$ cat config.mk
export PLATFORM = sky130hd
export DESIGN_NAME = out_channel_fifo
export DESIGN_NICKNAME = d
export VERILOG_FILES = /design/src/rtl/out_channel_fifo.sv
export SDC_FILE = /design/constraint.sdc
export NUM_CORES = 1
export LEC_CHECK = 0
export ABC_AREA = 1
export ABC_CLOCK_PERIOD_IN_PS = 2400
export CORE_MARGIN = 2
export CORE_UTILIZATION = 35
export DETAILED_ROUTE_END_ITERATION = 16
export SLEW_MARGIN = 40
export SYNTH_ARGS = -nofsm -noshare
export SYNTH_HDL_FRONTEND = slang
export SYNTH_SLANG_ARGS = --single-unit
$ cat constraint.sdc
create_clock -name clock -period 2.4 [get_ports clock]
set_clock_uncertainty 0.15 [all_clocks]
set_input_delay 0.48 -clock clock [delete_from_list [all_inputs] [get_ports clock]]
set_output_delay 0.48 -clock clock [all_outputs]
set_load 0.005 [all_outputs]
$ cat src/rtl/out_channel_fifo.sv
// out_channel_fifo: in-order output buffer between the executor's out channel and a valid/ready consumer.
// Ports:
//   clock, reset         rising-edge clock, synchronous active-high reset
//   write, writeData     executor push strobe and word
//   outValid, outReady   stream handshake toward the consumer
//   outData              head-of-FIFO word (meaningful only while outValid)
//   count, full, empty   occupancy status
//   overflow             sticky flag: a write was dropped since reset
//   words, dropped       accepted-word counter (wrapping) and dropped-word counter (saturating)
//   sum                  running checksum of accepted words when OUT_CHANNEL_FIFO_SUM_EN is defined, else 0
module out_channel_fifo #(
    parameter int MemoryElementWidth = 12,
    parameter int Depth              = 16,
    parameter int CountWidth         = 16
) (
    input  logic                          clock,
    input  logic                          reset,
    input  logic                          write,
    input  logic [MemoryElementWidth-1:0] writeData,
    output logic                          outValid,
    input  logic                          outReady,
    output logic [MemoryElementWidth-1:0] outData,
    output logic [$clog2(Depth+1)-1:0]    count,
    output logic                          full,
    output logic                          empty,
    output logic                          overflow,
    output logic [CountWidth-1:0]         words,
    output logic [CountWidth-1:0]         dropped,
    output logic [MemoryElementWidth-1:0] sum
);
    localparam int AW = $clog2(Depth);
    localparam int NW = $clog2(Depth+1);
    logic [MemoryElementWidth-1:0] r_mem [Depth];
    logic [AW-1:0]                 r_rd, r_wr;
    logic [NW-1:0]                 r_count;
    logic                          r_overflow;
    logic [CountWidth-1:0]         r_words, r_dropped;
    logic                          w_pop, w_push, w_drop;
    assign empty    = r_count == '0;
    assign full     = r_count == NW'(Depth);
    assign outValid = !empty;
    assign outData  = r_mem[r_rd];
    assign count    = r_count;
    assign overflow = r_overflow;
    assign words    = r_words;
    assign dropped  = r_dropped;
    assign w_pop    = outValid && outReady;
    // A full FIFO still accepts a write when the head leaves in the same cycle.
    assign w_push   = write && (!full || w_pop);
    assign w_drop   = write && !w_push;
    always_ff @(posedge clock) begin
        if (reset) begin
            r_rd       <= '0;
            r_wr       <= '0;
            r_count    <= '0;
            r_overflow <= 1'b0;
            r_words    <= '0;
            r_dropped  <= '0;
        end else begin
            if (w_pop) r_rd <= r_rd + AW'(1);
            if (w_push) begin
                r_wr    <= r_wr + AW'(1);
                r_words <= r_words + CountWidth'(1);
            end
            r_count <= r_count + NW'(w_push) - NW'(w_pop);
            if (w_drop) begin
                r_overflow <= 1'b1;
                if (~&r_dropped) r_dropped <= r_dropped + CountWidth'(1);
            end
        end
    end
    // Storage is never cleared; reset only blocks the write that coincides with it.
    always_ff @(posedge clock) begin
        if (w_push && !reset) r_mem[r_wr] <= writeData;
    end
`ifdef OUT_CHANNEL_FIFO_SUM_EN
    logic [MemoryElementWidth-1:0] r_sum;
    always_ff @(posedge clock) begin
        if (reset) r_sum <= '0;
        else if (w_push) r_sum <= r_sum + writeData;
    end
    assign sum = r_sum;
`else
    assign sum = '0;
`endif
endmodule
=== After elaboration in Yosys (flattened, before gate mapping) ===
Memories as Yosys holds them, arrays and structs flattened. A register that Yosys moved wholly into a read port is not among the register bits.
Cells that the tools add are included.

* Register bits after elaboration: 46
* Bits in latches: 0
* Bits in writable memories: 192
* Memory bits (read-only): 0
* Output and inout port bits: 65
* Word-level logic and storage cells: 31
* Memories: 1

* Add/subtract/negate cells: 6
* Multipliers: 0
* Divide/modulo/power cells: 0
* Magnitude comparators: 0
* Equal/unequal tests: 1
* Shift operators: 0
* Muxes and demuxes: 4
* Bitwise logic cells: 1
* Reductions and logical operators: 12

{| class="wikitable"
|+ Memories
! name !! depth !! bits a word !! rd ports !! clocked after Yosys merged registers in !! write ports !! line !! text
|-
| r_mem || 16 || 12 || 1 || 1 || 1 || 33 || <nowiki>logic [MemoryElementWidth-1:0] r_mem [Depth];</nowiki>
|}

{| class="wikitable"
|+ Operator list
! kind !! count
|-
| $add A16 B1 Y16 const B || 2
|-
| $reduce_and A16 Y1 || 1
|-
| $add A4 B1 Y4 const B || 2
|-
| $mux W4 || 2
|-
| $add A5 B1 Y5 || 1
|-
| $eq A5 B5 Y1 const B || 1
|-
| $logic_not A5 Y1 || 1
|-
| $sub A5 B1 Y5 || 1
|-
| $logic_and A1 B1 Y1 || 4
|-
| $logic_not A1 Y1 || 4
|-
| $mux W1 || 2
|-
| $reduce_and A2 Y1 || 1
|-
| $logic_or A1 B1 Y1 || 1
|-
| $not A1 Y1 || 1
|}

=== Depth between registers and ports, before layout ===
Gate-level depths: netlist of the first run.

* Depth in word-level cells: 8
* Depth in mapped cells: 15
* Mapped depth without buffers: 15

=== Worst setup path after synthesis of the first run ===
Ideal clock, no wire load.

* Kind: reg-to-reg
* Start: register r_count[2] (netlist: count[2])
* End: register r_count[4] (netlist: count[4])
* Setup time: 0.070 ns
* Data arrival time: 2.273 ns
* Data required time: 2.180 ns
* Path slack: -0.092 ns
* Cell stages (with the launch flop): 16
* Buffers on the path: 0
* Period minus slack after synthesis: 2.492 ns
* Path through: dfxtp_1 > inv_1 > ha_1 > nand2_1 > nor2_2 > nand2_1 > nand2_1 > nor2_1 > inv_1 > nand2_1 > ha_1 > inv_1 > fa_1 > o31ai_1 > o21ai_0 > a21oi_1

* Cells in the longest elaborated chain, start to end: 7
* Elaborated cells between the ends (all ways): 9

{| class="wikitable"
|+ RTL lines
! item !! line !! text
|-
| start: declaration || 35 || <nowiki>logic [NW-1:0] r_count;</nowiki>
|-
| start signal: assignment || 65 || <nowiki>r_count <= r_count + NW'(w_push) - NW'(w_pop);</nowiki>
|-
| $logic_not A5 Y1 (*) || 39 || <nowiki>assign empty = r_count == '0;</nowiki>
|-
| $logic_not A1 Y1 (*) || 41 || <nowiki>assign outValid = !empty;</nowiki>
|-
| named net outValid || 20 || <nowiki>output logic outValid,</nowiki>
|-
| $logic_and A1 B1 Y1 (*) || 47 || <nowiki>assign w_pop = outValid && outReady;</nowiki>
|-
| $logic_or A1 B1 Y1 || 49 || <nowiki>assign w_push = write && (!full || w_pop);</nowiki>
|-
| $logic_and A1 B1 Y1 || 49 ||
|-
| $add A5 B1 Y5 || 65 ||
|-
| $sub A5 B1 Y5 (*) || 65 ||
|}

Mark *: on every way through the listed nets, which the timed path passes. The rest lies on a longest branch.
A chain may end at the register's enable or synchronous reset.

==> summary.txt, run 1 <==
Power
  • Pwr/cell area: 870 nW/um^2
  • Clock power share: 30.3%
  • Pint: 8.29 mW
  • Sequential Power Share: 40.5%
  • Leak Pwr: 5.02 nW
  • Combinational share of power: 29.2%
  • Sw Ratio: 29.8%
  • NetSw: 3.53 mW
  • Peak supply drop: 489 uV

Hold path
  • Worst Hold Class: in -> reg
  • Cell count of the worst hold path: 1
  • Hold Crit Start: writeData[7]
  • Hold path endpoint: r_mem[4][7]

STA
  • Fin. Hold Viols: 0
  • Min Hold Slack: 261 ps
  • Max transition margin: 55.0%
  • F_max: 0.382 GHz
  • Final TNS setup: -1580 ps
  • Final Worst Setup Slack: -215 ps
  • RSZ-0062 raised after global routing: true
  • Ratio of final minimum period to clock period: 109%
  • Min cycle time layout: 2620 ps
  • Slew @ Worst Pin: 673 ps
  • Setup-failing EPs final: 12
  • Max Slew Vio Count: 0

Die
  • Die width: 178 um
  • Die area: 31700 um^2
  • Core area: 29700 um^2
  • Die height: 178 um
  • Core Rows: 63
  • Initial core utilization: 35.6%
  • Num ports: 81

Synth
  • Post-synth top cells: 192 x edfxtp_1, 153 x nand2_1, 142 x inv_1
  • Synth async-reset ratio: 0%
  • Avg Cell Area, Syn: 10.4 um^2
  • Post-synth top flop: edfxtp_1
  • Most common cell in the netlist: edfxtp_1
  • Synthesized flop and latch total: 242
  • Yosys top cell area share: 54.5%
  • Warnings, synthesis: 0
  • Register area share after synthesis: 63.9%
  • Cells after synthesis: 1018
  • Synth cell types: 32
  • Synth Cell Area: 10600 um^2
  • Top post-synthesis cells by area: edfxtp_1 54%, dfxtp_1 9.5%, nand2_1 5.4%, inv_1 5.0%, nand3_1 4.9%
  • EDFF count, synth: 192
  • Cell taking the most area after synthesis: edfxtp_1

Place
  • RePlAce Congestion: 0.771
  • Place WS: -364 ps
  • IO Port Bufs: 68
  • HPWL Detailed: 15.6 mm

Outcome
  • Status: finished with violations
  • Failing checks: setup timing

Drt
  • Post-route ant nets: 0
  • Initial drt markers: 643
  • Final WL: 25.3 mm
  • Vias: 7564
  • DR WL/cell: 16.1 um
  • DRC viols: 0
  • DR pass1 iterations: 5
  • Vias/cell: 4.81

Setup path
  • Worst r2r src: count[2]
  • R2R setup slack: 110 ps
  • Crit end category: primary output
  • Cells on worst reg2reg path: 16
  • Crit Path Category: reg -> out
  • FF-to-FF End: count[4]
  • Crit path max fanout: 7
  • Critical path arrival: 1990 ps
  • Required @ worst endpoint: 1770 ps
  • Startpoint class of the critical path: flip-flop

Clock tree
  • CTS buffer count: 26
  • Max Root-Sink Buffers: 3
  • H-tree levels: 1
  • CTS tree: done
  • Hold Buf Count CTS: 0
  • Clock transition at path regs: 60 ps
  • CTS Sinks: 242
  • Root Driver: clkbuf_16
  • Clk_lat worst skew: 530 ps

Global route
  • First-pass GRT wire length: 40.1 mm
  • GRT Residual Overflow: 0
  • Via count of the first global-routing pass: 7368
  • Largest net degree at the start of global routing: 33
  • All-Layer GR Usage: 16.2%
  • Antenna violations before repair: 0

Layout
  • Layout net count: 1192
  • Area grow syn2layout: 28.4%
  • Diode count: 0
  • Fraction of layout cells with a size suffix above 1: 20.3%

Job
  • Max-Cap Viols: 0
critical path, cell delays in order (launching register included):
cell	delay (ps)
dfxtp_4	390
buf_12	160
buf_12	130
buf_16	140
o211ai_1	210
nand3_1	130
nand3_2	100
nand2_1	60
buf_2	130
state kept, by name (all words and copies together), names as in the netlist, named ones only:
name	flops
r_wr	4
words	16
count	5
overflow	1
r_rd	4
dropped	16
r_mem	192
metrics by stage:
| stage | area [um^2] | total power, mW | instances | utilization, % |
|---|---|---|---|---|
| after global placement | 12200 | 7.47 | 1502 | 40.9 |
| after floorplan | 10600 | 6.34 | 1029 | - |
| after global routing | 13600 | 12.4 | 1573 | 45.7 |
| after CTS | 13400 | 11.7 | 1566 | 45.1 |
| final | 13600 | 11.8 | 1573 | 45.7 |
| after detailed placement | 12200 | 7.50 | 1502 | 40.9 |
placed cells by master, fill, tap and decap left out, types with 10 or more instances in the layout:
| master | n |
|---|---|
| edfxtp_1 | 192 |
| nand2_1 | 141 |
| inv_1 | 138 |
| nand3_1 | 83 |
| buf_4 | 69 |
| nor2_1 | 68 |
| a21oi_1 | 59 |
| clkdlybuf4s50_1 | 52 |
| o211ai_1 | 48 |
| dfxtp_1 | 46 |
| o21ai_0 | 40 |
| clkbuf_16 | 28 |
| nand3_2 | 20 |
| a21oi_2 | 20 |
| nand2_2 | 17 |
| o21ai_1 | 15 |
| buf_12 | 14 |
| conb_1 | 12 |
| ha_1 | 10 |
| buf_2 | 10 |
how the worst max path moves through the flow:
stage | to | from | cells after the start
6_report | outData[8] | flip-flop | 8
5_1_grt | outData[8] | flip-flop | 8
4_1_cts | outData[8] | flip-flop | 8
3_5_place_dp | count[4] | outReady | 13
3_3_place_gp | count[4] | outReady | 13
2_1_floorplan | count[4] | count[2] | 14
repair_timing:
| item | 4_1_cts | 5_1_grt |
|---|---|---|
| endpoints found under the setup margin | 16 | 16 |
| resized for setup | 135 | 38 |
| gates cloned | 8 | 2 |
| pin swaps | 62 | 28 |
| buffers inserted | 9 | 6 |
routing by layer:
metal | up-vias | track usage [%] | wire length [um]
li1 | 3755 | - | -
met1 | 3545 | 22.3 | 11500
met2 | 228 | 26.1 | 11600
met3 | 36 | 3.06 | 1600
met4 | 0 | 4.75 | 611
met5 | - | 0 | 0
power groups by stage:
stage | clock [mW] | combinational (mW) | sequential [mW]
after floorplan | 0 | 1.53 | 4.81
after global placement | 0 | 2.62 | 4.86
after detailed placement | 0 | 2.65 | 4.86
after CTS | 3.67 | 3.27 | 4.77
after global routing | 3.85 | 3.78 | 4.80
final | 3.58 | 3.46 | 4.78
cell families (layout without fill, tap and decap cells):
family | after synthesis | count (layout) | synth area share (%)
other cells | 1 | 12 | 0.0354
compound gates | 192 | 192 | 10.6
simple gates | 353 | 353 | 14.5
xor+xnor | 12 | 12 | 0.993
buf+inv | 205 | 359 | 8.36
fa+ha+maj | 13 | 13 | 1.61
flops | 242 | 242 | 63.9
area by class of cell:
| cell class | instances | area (um^2) |
|---|---|---|
| Inverter | 145 | 552 |
| Multi-Input combinational cell | 582 | 3270 |
| Sequential cell | 242 | 6780 |
| Clock inverter | 16 | 86.3 |
| Fill cell | 2714 | 16100 |
| Clock buffer | 32 | 673 |
| Timing Repair Buffer | 166 | 1750 |
| Tap cell | 390 | 488 |
(Power assumes the default switching activity.)
==> inputs of run 2 (changes only) <==
CORE_MARGIN = not set   (was 2)
==> summary.txt, run 2 (synthesized netlist as in run 1, its figures left out) <==
Setup path
  • Family with the most delay on the worst path: buffers and inverters
  • FF-to-FF End: count[4]
  • Cells on worst reg2reg path: 16
  • WP buf/inv: 5
  • R2R setup slack: 120 ps
  • Crit end category: primary output
  • CP max stage cell: dfxtp_4
  • CP max stage delay: 360 ps
  • Startpoint class of the critical path: flip-flop
  • Required @ worst endpoint: 1770 ps
  • Crit-path most repeated cell: buf_12
  • Critical path arrival: 2000 ps
  • Cell-by-cell trace of the critical path: buf_12 -> buf_12 -> buf_12 -> buf_4 -> a21oi_2 -> o21ai_1 -> nand3_1 -> nand3_1 -> nand2_1 -> buf_2
  • Crit path max fanout: 8
  • Worst r2r src: count[2]
  • Crit Path Category: reg -> out

Drt
  • Vias: 7495
  • Post-route ant nets: 0
  • DR WL/cell: 16.1 um
  • Initial drt markers: 493
  • Vias/cell: 4.80
  • Final WL: 25.2 mm
  • DRC viols: 0
  • DR pass1 iterations: 5

STA
  • Max transition margin: 53.1%
  • Min Hold Slack: 315 ps
  • RSZ-0062 raised after global routing: true
  • Slew @ Worst Pin: 701 ps
  • Final Worst Setup Slack: -226 ps
  • F_max: 0.381 GHz
  • Min cycle time layout: 2630 ps
  • Max Slew Vio Count: 0
  • Setup-failing EPs final: 12
  • Ratio of final minimum period to clock period: 109%
  • Fin. Hold Viols: 0

Clock tree
  • Clk_lat worst skew: 540 ps
  • H-tree levels: 1
  • CTS buffer count: 27
  • CTS tree: done
  • Clock transition at path regs: 60 ps
  • Max Root-Sink Buffers: 3
  • Root Driver: clkbuf_16
  • CTS Sinks: 242
  • Hold Buf Count CTS: 0

Global route
  • Antenna violations before repair: 0
  • Largest net degree at the start of global routing: 47
  • Via count of the first global-routing pass: 7066
  • GRT Residual Overflow: 0
  • First-pass GRT wire length: 39.2 mm
  • All-Layer GR Usage: 16.3%

Place
  • Place WS: -309 ps
  • Placed Cells: 1492
  • HPWL Detailed: 15.7 mm
  • IO Port Bufs: 68
  • RePlAce Congestion: 0.822

Layout
  • Fillcell total: 2739
  • Fraction of layout cells with a size suffix above 1: 19.2%
  • Post-route core utilization: 45.5%
  • Most frequent cells in the layout: 192 x edfxtp_1, 142 x nand2_1, 138 x inv_1, 91 x nand3_1, 68 x nor2_1
  • Max reg flops: 192
  • Non-Filler Instances: 1562
  • Commonest non-fill, non-tap cell in the layout: edfxtp_1
  • Diode count: 0
  • Biggest register: r_mem
  • Area grow syn2layout: 27.6%
  • Layout net count: 1180

Die
  • Die width: 176 um
  • Initial core utilization: 35.6%
  • Die height: 176 um
  • Core area: 29700 um^2
  • Core Rows: 63
  • Die area: 30900 um^2
  • Num ports: 81

Power
  • Peak supply drop: 532 uV
  • Pwr/cell area: 899 nW/um^2
  • Leak Pwr: 4.95 nW
  • Total power: 12.1 mW

Outcome
  • Failing checks: setup timing
  • Status: finished with violations

Hold path
  • Worst Hold Class: reg -> reg
  • Hold path endpoint: overflow
  • Hold Crit Start: overflow
  • Cell count of the worst hold path: 2

Job
  • Max-Cap Viols: 0
[run 2: how the worst max path moves through the flow]
stage | from | end | slack [ps] | depth (start not counted)
after floorplan | count[2] | count[4] | 7 | 14
after global placement | outReady | count[4] | -280 | 13
after detailed placement | outReady | count[4] | -310 | 13
after CTS | flip-flop | outData[3] | -270 | 8
after global routing | flip-flop | outData[1] | -330 | 8
final | flip-flop | outData[0] | -230 | 10
[run 2: cell type report]
| type | instances | area, um^2 | area share (%) |
|---|---|---|---|
| flip-flops and latches | 242 | 6780 | 50.2 |
| multi-input cells | 582 | 3220 | 23.8 |
| repair buffers | 153 | 1590 | 11.8 |
| clock buffers | 30 | 697 | 5.16 |
| inverters | 145 | 548 | 4.06 |
| well taps | 390 | 488 | 3.61 |
| clock inverters | 20 | 184 | 1.36 |
[run 2: power by group]
part / leakage [nW] / switching (mW) / internal (mW)
clock network: 0.431 / 1.66 / 2.41
logic: 2.38 / 1.73 / 1.58
registers: 2.14 / 0.110 / 4.65
total: 4.95 / 3.50 / 8.64
[run 2: worst min-delay path, cell delays in order (launching register included)]
cell and delay [ps]:
dfxtp_1 320, nor2_1 40, nor2_1 60
[run 2: through the flow]
| step | instance area, um^2 | setup TNS, ps |
|---|---|---|
| after floorplan | 10600 | 0 |
| after global placement | 12100 | -11150 |
| after detailed placement | 12100 | -18710 |
| after CTS | 13400 | -2390 |
| after global routing | 13500 | -3280 |
| final | 13500 | -2060 |
[run 2: repair_timing]
| item | CTS | global route |
|---|---|---|
| gates cloned | 7 | 1 |
| pin swaps | 53 | 39 |
| resized for setup | 125 | 30 |
| setup buffers | 9 | 4 |
| endpoints found under the setup margin | 16 | 16 |
[run 2: per-layer routing]
layer / wire length (um) / GRT usage, %
met1: 11700 / 23.0
met2: 11700 / 26.1
met3: 1420 / 2.47
met4: 410 / 4.09
met5: 0 / 0
==> inputs of run 3 (changes only) <==
CTS_BUF_LIST = sky130_fd_sc_hd__clkbuf_2 sky130_fd_sc_hd__clkbuf_4 sky130_fd_sc_hd__clkbuf_8   (was not set)
==> summary.txt, run 3 (synthesized netlist as in run 1, its figures left out) <==
Outcome
  • Status: finished with violations
  • Failing checks: setup timing

Setup path
  • WP buf/inv: 4
  • CP max stage cell: dfxtp_4
  • CP max stage delay: 360 ps
  • Cells on worst reg2reg path: 16
  • Crit Path Category: reg -> out
  • Critical path arrival: 1990 ps
  • Required @ worst endpoint: 1770 ps
  • Crit-path most repeated cell: buf_12
  • Startpoint class of the critical path: flip-flop
  • Worst r2r src: count[3]
  • Cell-by-cell trace of the critical path: buf_12 -> buf_12 -> buf_12 -> a21oi_1 -> o21ai_1 -> nand3_1 -> nand3_1 -> nand2_1 -> buf_2
  • R2R setup slack: 110 ps
  • Family with the most delay on the worst path: buffers and inverters
  • Crit end category: primary output
  • FF-to-FF End: count[4]
  • Crit path max fanout: 7

Die
  • Num ports: 81
  • Initial core utilization: 35.6%
  • Core Rows: 63
  • Die width: 176 um
  • Core area: 29700 um^2
  • Die height: 176 um
  • Die area: 30900 um^2

Clock tree
  • Clk_lat worst skew: 540 ps
  • Root Driver: clkbuf_8
  • Max Root-Sink Buffers: 3
  • H-tree levels: 2
  • CTS buffer count: 41
  • Clock transition at path regs: 60 ps
  • CTS tree: done
  • CTS Sinks: 242
  • Hold Buf Count CTS: 0

Global route
  • All-Layer GR Usage: 16.3%
  • Busiest grt layer: met2
  • M2 GR Usage: 26.0%
  • Antenna violations before repair: 0
  • Met1 usage: 22.3%
  • Largest net degree at the start of global routing: 47
  • Via count of the first global-routing pass: 7221
  • GRT Residual Overflow: 0
  • First-pass GRT wire length: 39.1 mm
  • M3 GR Usage: 3.16%

Place
  • Area after detailed placement: 12100 um^2
  • IO Port Bufs: 68
  • HPWL Detailed: 15.7 mm
  • RePlAce Congestion: 0.822
  • Place WS: -309 ps

Layout
  • Area grow syn2layout: 28.1%
  • Diode count: 0
  • Most frequent cells in the layout: 192 x edfxtp_1, 140 x nand2_1, 138 x inv_1, 88 x nand3_1, 67 x nor2_1
  • Fraction of layout cells with a size suffix above 1: 21.7%
  • Max reg flops: 192
  • Biggest register: r_mem
  • Commonest non-fill, non-tap cell in the layout: edfxtp_1
  • Layout net count: 1199
  • Design area: 13600 um^2

STA
  • Min Hold Slack: 316 ps
  • Final Worst Setup Slack: -221 ps
  • F_max: 0.382 GHz
  • Ratio of final minimum period to clock period: 109%
  • RSZ-0062 raised after global routing: true
  • Slew @ Worst Pin: 702 ps
  • Fin. Hold Viols: 0
  • Min cycle time layout: 2620 ps
  • Max Slew Vio Count: 0
  • Max transition margin: 53.0%
  • Setup-failing EPs final: 12

Power
  • Leak Pwr: 5.00 nW
  • Total power: 11.9 mW
  • Pwr/cell area: 880 nW/um^2
  • Peak supply drop: 522 uV

Hold path
  • Hold path endpoint: overflow
  • Hold Crit Start: overflow
  • Worst Hold Class: reg -> reg
  • Cell count of the worst hold path: 2

Drt
  • DRC viols: 0
  • Vias: 7618
  • Initial drt markers: 470
  • Final WL: 25.9 mm
  • DR WL/cell: 16.3 um
  • Vias/cell: 4.79
  • DR pass1 iterations: 5
  • Post-route ant nets: 0

Job
  • Max-Cap Viols: 0
==> run 3: cell types whose count changed in the layout (fill, tap and decap cells not counted), sizes merged <==
| cell | previous run | this run |
|---|---|---|
| clkdlybuf4s15 | 1 | 2 |
| bufinv | 3 | 2 |
| clkinv | 14 | 15 |
| bufbuf | 2 | 0 |
| clkbuf | 33 | 60 |
| clkinvlp | 2 | 0 |
| dlygate4sd2 | 3 | 1 |
| buf | 91 | 96 |
==> run 3: worst reg2reg max path: stages (launching register included) <==
cell and delay [ps]:
dfxtp_2 330, inv_2 50, ha_4 170, nand2_4 70
nor2_4 40, nand2_2 90, buf_6 100, nand2_4 50
nor2_4 110, inv_2 60, nand2_2 80, ha_4 130
inv_2 40, fa_2 380, o31ai_4 190, o21ai_1 90
a21oi_1 110
==> run 3: metal layers <==
layer / vias to the layer above / routed length [um]
met3: 39 / 1530
li1: 3760 / -
met2: 214 / 12200
met5: - / 0
met1: 3605 / 11700
met4: 0 / 421
==> run 3: worst max path at each step <==
stage,startpoint,endpoint,slack [ps],cells after the start
2_1_floorplan,count[2],count[4],7,14
3_3_place_gp,outReady,count[4],-280,13
3_5_place_dp,outReady,count[4],-310,13
4_1_cts,flip-flop,outData[3],-300,9
5_1_grt,flip-flop,outData[9],-290,8
6_report,flip-flop,outData[0],-220,9
==> run 3: through the flow <==
step,cells,TNS [ps],util [%]
2_1_floorplan,1029,0,-
3_3_place_gp,1492,-11150,40.6
3_5_place_dp,1492,-18710,40.6
4_1_cts,1581,-2710,44.8
5_1_grt,1589,-3210,45.6
6_report,1589,-2010,45.6
==> run 3: final cells by class <==
type	instances	area, um^2
Fill cell	2748	16200
Sequential cell	242	6780
Multi-Input combinational cell	582	3250
Timing Repair Buffer	158	1670
Clock buffer	54	674
Inverter	145	548
Tap cell	390	488
Clock inverter	18	155
==> run 3: power breakdown <==
part / switching (mW) / leakage (nW) / internal (mW)
clock: 1.67 / 0.438 / 2.07
combinational: 1.78 / 2.42 / 1.64
sequential: 0.118 / 2.14 / 4.65
==> run 3: what timing repair did <==
action / in CTS / in global routing
setup buffers: 10 / 5
pin swaps: 49 / 50
gates cloned: 7 / 4
setup endpoints to repair: 16 / 17
gates resized for setup: 125 / 44
